--- src/rtl/mmio_timer.sv ---
// Memory-mapped down-counting timer sitting between the MIPS core data port and data RAM.
// Claims a 16-byte window, muxes its registers onto the read path and raises a level irq on expiry.
module mmio_timer #(
  parameter logic [31:0] BASE_ADDR = 32'hFFFF_0000,
  parameter int          PRESCALE  = 4
) (
  input  logic        clk,
  input  logic        reset,
  input  logic        memwrite,
  input  logic [31:0] memaddr,
  input  logic [31:0] memwritedata,
  input  logic [31:0] ram_readdata,
  output logic        ram_we,
  output logic [31:0] memreaddata,
  output logic        irq
);

  localparam int PW = (PRESCALE > 1) ? $clog2(PRESCALE) : 1;
  localparam logic [PW-1:0] PRESC_MAX = PW'(PRESCALE - 1);

  logic          en_reg, en_next;
  logic          autoreload_reg, autoreload_next;
  logic          irqen_reg, irqen_next;
  logic          expired_reg, expired_next;
  logic [31:0]   load_reg, load_next;
  logic [31:0]   count_reg, count_next;
  logic [PW-1:0] presc_reg, presc_next;

  logic          hit;
  logic [1:0]    sel;
  logic          wr_ctrl, wr_load, wr_count, wr_status;
  logic          tick, tick_eff;
  logic [31:0]   reg_rdata;
  logic          unused_addr_bits;

  // Reset masks the decode so the core sees plain RAM while the timer is held.
  assign hit              = (memaddr[31:4] == BASE_ADDR[31:4]) & ~reset;
  assign sel              = memaddr[3:2];
  assign unused_addr_bits = ^memaddr[1:0];

  assign wr_ctrl   = memwrite & hit & (sel == 2'd0);
  assign wr_load   = memwrite & hit & (sel == 2'd1);
  assign wr_count  = memwrite & hit & (sel == 2'd2);
  assign wr_status = memwrite & hit & (sel == 2'd3);

  assign tick     = en_reg & (presc_reg == PRESC_MAX);
  // A CPU write to CTRL or COUNT on a tick edge takes priority and the tick is lost.
  assign tick_eff = tick & ~wr_ctrl & ~wr_count;

  always_comb begin
    en_next         = en_reg;
    autoreload_next = autoreload_reg;
    irqen_next      = irqen_reg;
    expired_next    = expired_reg;
    load_next       = load_reg;
    count_next      = count_reg;
    presc_next      = presc_reg;

    if (!en_reg || tick) begin
      presc_next = '0;
    end else begin
      presc_next = presc_reg + 1'b1;
    end

    // Clear is applied before expiry so a simultaneous expiry leaves the flag set.
    if (wr_status && memwritedata[0]) begin
      expired_next = 1'b0;
    end

    if (tick_eff) begin
      if (count_reg != 32'd0) begin
        count_next = count_reg - 32'd1;
      end else begin
        expired_next = 1'b1;
        if (autoreload_reg) begin
          count_next = load_reg;
        end else begin
          en_next = 1'b0;
        end
      end
    end

    if (wr_ctrl) begin
      en_next         = memwritedata[0];
      autoreload_next = memwritedata[1];
      irqen_next      = memwritedata[2];
      presc_next      = '0;
    end

    if (wr_count) begin
      count_next = memwritedata;
      presc_next = '0;
    end

    // Reload above reads load_reg, so a same-cycle LOAD write only affects the next reload.
    if (wr_load) begin
      load_next = memwritedata;
    end
  end

  always_ff @(posedge clk or posedge reset) begin
    if (reset) begin
      en_reg         <= 1'b0;
      autoreload_reg <= 1'b0;
      irqen_reg      <= 1'b0;
      expired_reg    <= 1'b0;
      load_reg       <= 32'd0;
      count_reg      <= 32'd0;
      presc_reg      <= '0;
    end else begin
      en_reg         <= en_next;
      autoreload_reg <= autoreload_next;
      irqen_reg      <= irqen_next;
      expired_reg    <= expired_next;
      load_reg       <= load_next;
      count_reg      <= count_next;
      presc_reg      <= presc_next;
    end
  end

  always_comb begin
    reg_rdata = 32'd0;
    case (sel)
      2'd0:    reg_rdata = {29'd0, irqen_reg, autoreload_reg, en_reg};
      2'd1:    reg_rdata = load_reg;
      2'd2:    reg_rdata = count_reg;
      default: reg_rdata = {31'd0, expired_reg};
    endcase
  end

  assign memreaddata = hit ? reg_rdata : ram_readdata;
  assign ram_we      = memwrite & ~hit;
  assign irq         = expired_reg & irqen_reg;

endmodule

--- config.mk ---
export PLATFORM = sky130hd
export DESIGN_NAME = mmio_timer
export DESIGN_NICKNAME = d
export VERILOG_FILES = /design/src/rtl/mmio_timer.sv
export SDC_FILE = /design/constraint.sdc
export NUM_CORES = 1
export LEC_CHECK = 0
export ABC_AREA = 0
export CORE_AREA = 3 3 104 106
export DETAILED_ROUTE_END_ITERATION = 7
export DIE_AREA = 0 0 107 109
export PLACE_DENSITY = 0.91
export SLEW_MARGIN = 20
export SYNTH_ARGS = -nofsm -noshare
export SYNTH_HDL_FRONTEND = slang
export SYNTH_SLANG_ARGS = --single-unit
--- constraint.sdc ---
create_clock -name clk -period 3.24 [get_ports clk]
set_input_delay 0.648 -clock clk [delete_from_list [all_inputs] [get_ports clk]]
set_output_delay 0.648 -clock clk [all_outputs]
set_load 0.01 [all_outputs]
==> results.md <==
Cells and area:
- The number of diodes is 0.
- From synthesis to final layout, the design area changed by 37.6%.
- The number of fillers in the final layout is 706.
- The count of placed standard cells in the final layout, fillers left out is 838.
- The share of cells above drive strength 1 is 0.221.
- After the last flow step, the layout net total stands at 802.
- After routing the design area is 6710 um^2.

Synth:
- For this run, the register share of the synthesized area comes to 0.359.
- The number of distinct standard cells referenced by the synthesized netlist is 65.
- Of the post-synthesis cell area, the dominant cell type holds 0.359.
- The top cell type by total area after synthesis is dfrtp_1.
- Yosys printed 0 warnings.
- Ranked by instance count, the synthesized netlist is headed by 70 x dfrtp_1, 66 x nand2_1, 58 x o21ai_0.
- The cell count after synthesis is 566.
- Yosys instantiated no cell more often than dfrtp_1.
- The flip-flop and latch count after synthesis is 70.
- In this run the cell area of the synthesized design comes to 4880 um^2.
- The post-synthesis net count is 668.
- Each instance of the synthesized netlist takes up on average 8.61 um^2.
- Counting flops with an async set or reset pin after synthesis yields a share of 1.00.
- The main flop type after synthesis is dfrtp_1.
- By area the synthesized netlist is led by dfrtp_1 36%, mux2_2 10%, o21ai_0 6.0%.
- The synthesized design contains 0 enable-type register cells.

Die:
- The placeable core area is slightly below 10,000 um^2.
- The height of the die is 109 um.
- The floorplan has 36 rows.
- For this configuration, the core starts out at a cell density of 0.494.
- The total die area is 11,700 um^2.
- The die is 107 um wide.
- The I/O pin count is 133.

Worst setup path:
- The nature of the critical path startpoint is a primary input.
- The worst setup path is captured at a primary output.
- The critical path in this run is classified as primary input to primary output.
- In this run the worst setup path begins at memaddr[13].
- For flop-to-flop paths, the worst setup slack is 130 ps.
- For the worst setup path, the data required time is 2590 ps.
- The end point of the critical path is memreaddata[19].
- The launching point of the worst reg2reg path is count_reg[0]$_DFFE_PP0P_.
- The path depth of the worst reg2reg path is 9.
- The endpoint of the lowest-slack register-to-register path is count_reg[14]$_DFFE_PP0P_.
- The top fanout value on the critical path is 8.
- The data arrival time of the critical path is 2600 ps.

Drt:
- Dividing the detail-routed wire length by the instance count gives 21.7 um.
- For this block, the initial DRC count from the detailed router was 682.
- Dividing the detail-routed via count by the number of cells gives approximately 6.6.
- The number of routed nets with antenna violations is 0.
- The iteration count of the initial detailed-routing pass is 5.
- The detailed-route via count is around 5,500.
- The routed design has 18,200 um of wire.
- The DRC violation count after routing is 0.

Timing:
- The max-slew violation count was 0.
- The number of endpoints with negative hold slack in the final report is 0.
- Setup repair after global routing could not meet its margin everywhere.
- The achievable frequency is 308 MHz.
- Across the routed clock network, the largest skew measured is between 10 and 15 ps.
- The setup slack after layout is -5.91 ps.
- The final period demand of the worst path is 3250 ps.
- Setup violations remaining at the end of the flow were counted as 1.
- For the pin with the worst max-slew slack, the measured transition is 872 ps.
- The headroom to the max-slew limit is 0.413.
- In the finished design, the share of the clock period the worst path needs comes to 1.00.

Place:
- After detailed placement, the design holds a cell count of 813.
- The final RePlAce weighted congestion is around 0.94.
- The HPWL after detailed placement is 11,300 um.
- The post-place instance area is 6430 um^2.
- Buffers placed on the I/O ports in this run total 130.

Clock network:
- The number of buffers added by the clock tree synthesis step is 9.
- The root buffer cell chosen for the clock tree is clkbuf_8.
- The clock slew at the register clock pins of the worst setup and hold paths is about 80 ps.
- TritonCTS built the clock tree.
- The maximum buffer depth of the clock tree is 2.
- In this run the number of H-tree levels came out at 3.
- The number of clock sinks is 70.
- At the later pin of the worst-skew pair, clock insertion delay measures 360 ps.

Global routing:
- The via count of the first global-routing pass came to 5,657.
- Entering global routing, the biggest net connects 41 pins.
- The first global-routing pass estimated 28,700 um of wire.
- The total overflow left after global routing is 0.
- The total track usage is 0.311.
- The number of antenna violations at the first check in global routing came to 0.

Pwr:
- The analysis attributes to cell leakage a power of 2.83 nW.
- Power spread over the standard cell area amounts to slightly below 300 nW/um^2.
- Of the total power, the share spent switching nets is 0.233.
- IR analysis of the VDD net gives a maximum drop of 0.000230 V.
- The share of total power in the clock network is 0.439.
- The design draws 1.99 mW.
- The analysis attributes to net switching a power of 463 uW.
- The share of total power dissipated in sequential elements is 0.439.
- The combinational share of power is 0.122.
- The internal power is around 1.5 mW.

Hold path:
- The worst hold path belongs to the class flop to flop.
- The cell depth of the worst min-delay path is 1.

Run status:
- The flow ran to the end, but the final reports show violations.
- The checks that failed: negative setup slack.

Job:
- The max-cap violation count is 0.
how the worst min path moves through the flow:
stage | start | to | slack, ps
after CTS | presc_reg[0]$_DFF_PP0_ | presc_reg[0]$_DFF_PP0_ | 460
after global routing | presc_reg[0]$_DFF_PP0_ | presc_reg[0]$_DFF_PP0_ | 500
after global placement | presc_reg[0]$_DFF_PP0_ | presc_reg[0]$_DFF_PP0_ | 430
after floorplan | presc_reg[0]$_DFF_PP0_ | presc_reg[0]$_DFF_PP0_ | 420
after detailed placement | presc_reg[0]$_DFF_PP0_ | presc_reg[0]$_DFF_PP0_ | 450
final | presc_reg[0]$_DFF_PP0_ | presc_reg[0]$_DFF_PP0_ | 470
layout make-up:
class	count	area, um^2	area share
multi-input cells	441	2900	0.433
flip-flops and latches	70	1750	0.261
repair buffers	169	1630	0.242
well taps	133	166	0.0248
clock buffers	12	135	0.0201
clock inverters	4	95.1	0.0142
inverters	9	33.8	0.00503
layer usage:
metal  track usage  vias up  routed length (um)
met5             0        -                   0
met4         0.176        0                1000
met3        0.0675      107                1970
met2         0.518      418                8640
met1         0.373     2633                6590
li1              -     2385                   -
critical path, cell delays in order:
cell and delay (ps):
buf_6 90, or3_4 360, or4_4 540, or2_4 300
buf_12 160, buf_16 150, buf_6 110, nand2_2 40
o21ai_1 50, buf_2 140
cell usage in the layout, fill, tap and decap left out, types with 9 or more instances in the layout:
cell | synthesis | layout
dfrtp_1 | 70 | 70
dlygate4sd2_1 | 0 | 12
nor2_1 | 45 | 45
nand2_1 | 66 | 65
o21ai_0 | 58 | 43
nor4_1 | 15 | 14
nand4_1 | 10 | 10
clkbuf_8 | 0 | 9
mux2_2 | 44 | 44
clkdlybuf4s50_1 | 0 | 83
buf_2 | 14 | 22
o21ai_1 | 8 | 21
a22oi_1 | 29 | 29
clkbuf_2 | 0 | 11
mux2i_1 | 10 | 10
buf_4 | 2 | 25
nor3_1 | 17 | 17
a21oi_1 | 29 | 29
through the flow:
step	util	worst slack, ps	hold WS (ps)	TNS (ps)
3_3_place_gp	0.652	-515	430	-15790
3_5_place_dp	0.652	-593	452	-17490
6_report	0.680	-5.91	467	-5.91
5_1_grt	0.680	-40.6	498	-88.1
2_1_floorplan	-	253	419	0
4_1_cts	0.682	1.30	463	0
power by group through the flow:
| stage | Clock, mW | Sequential (mW) | Combinational, mW |
|---|---|---|---|
| 2_1_floorplan | 0 | 0.890 | 0.0652 |
| 3_3_place_gp | 0 | 0.890 | 0.255 |
| 3_5_place_dp | 0 | 0.890 | 0.261 |
| 4_1_cts | 0.858 | 0.873 | 0.240 |
| 5_1_grt | 0.902 | 0.873 | 0.259 |
| 6_report | 0.872 | 0.873 | 0.242 |
what timing repair did:
action | 4_1_cts | 5_1_grt
hold buffers | 0 | 0
buffers inserted | 3 | 1
setup endpoints to repair | 33 | 31
cloned | 5 | 0
resized for setup | 142 | 33
pin swaps | 4 | 5
logic make-up (layout without fill, tap and decap cells):
group	after synthesis	in the layout	synth area share
xor+xnor	1	1	0.00180
mux	55	55	0.127
simple gates	202	202	0.216
compound gates	180	180	0.235
flops	70	70	0.359
fa+ha+maj	3	3	0.00770
buf+inv	55	194	0.0539
Power figures use the tool's default switching activity.
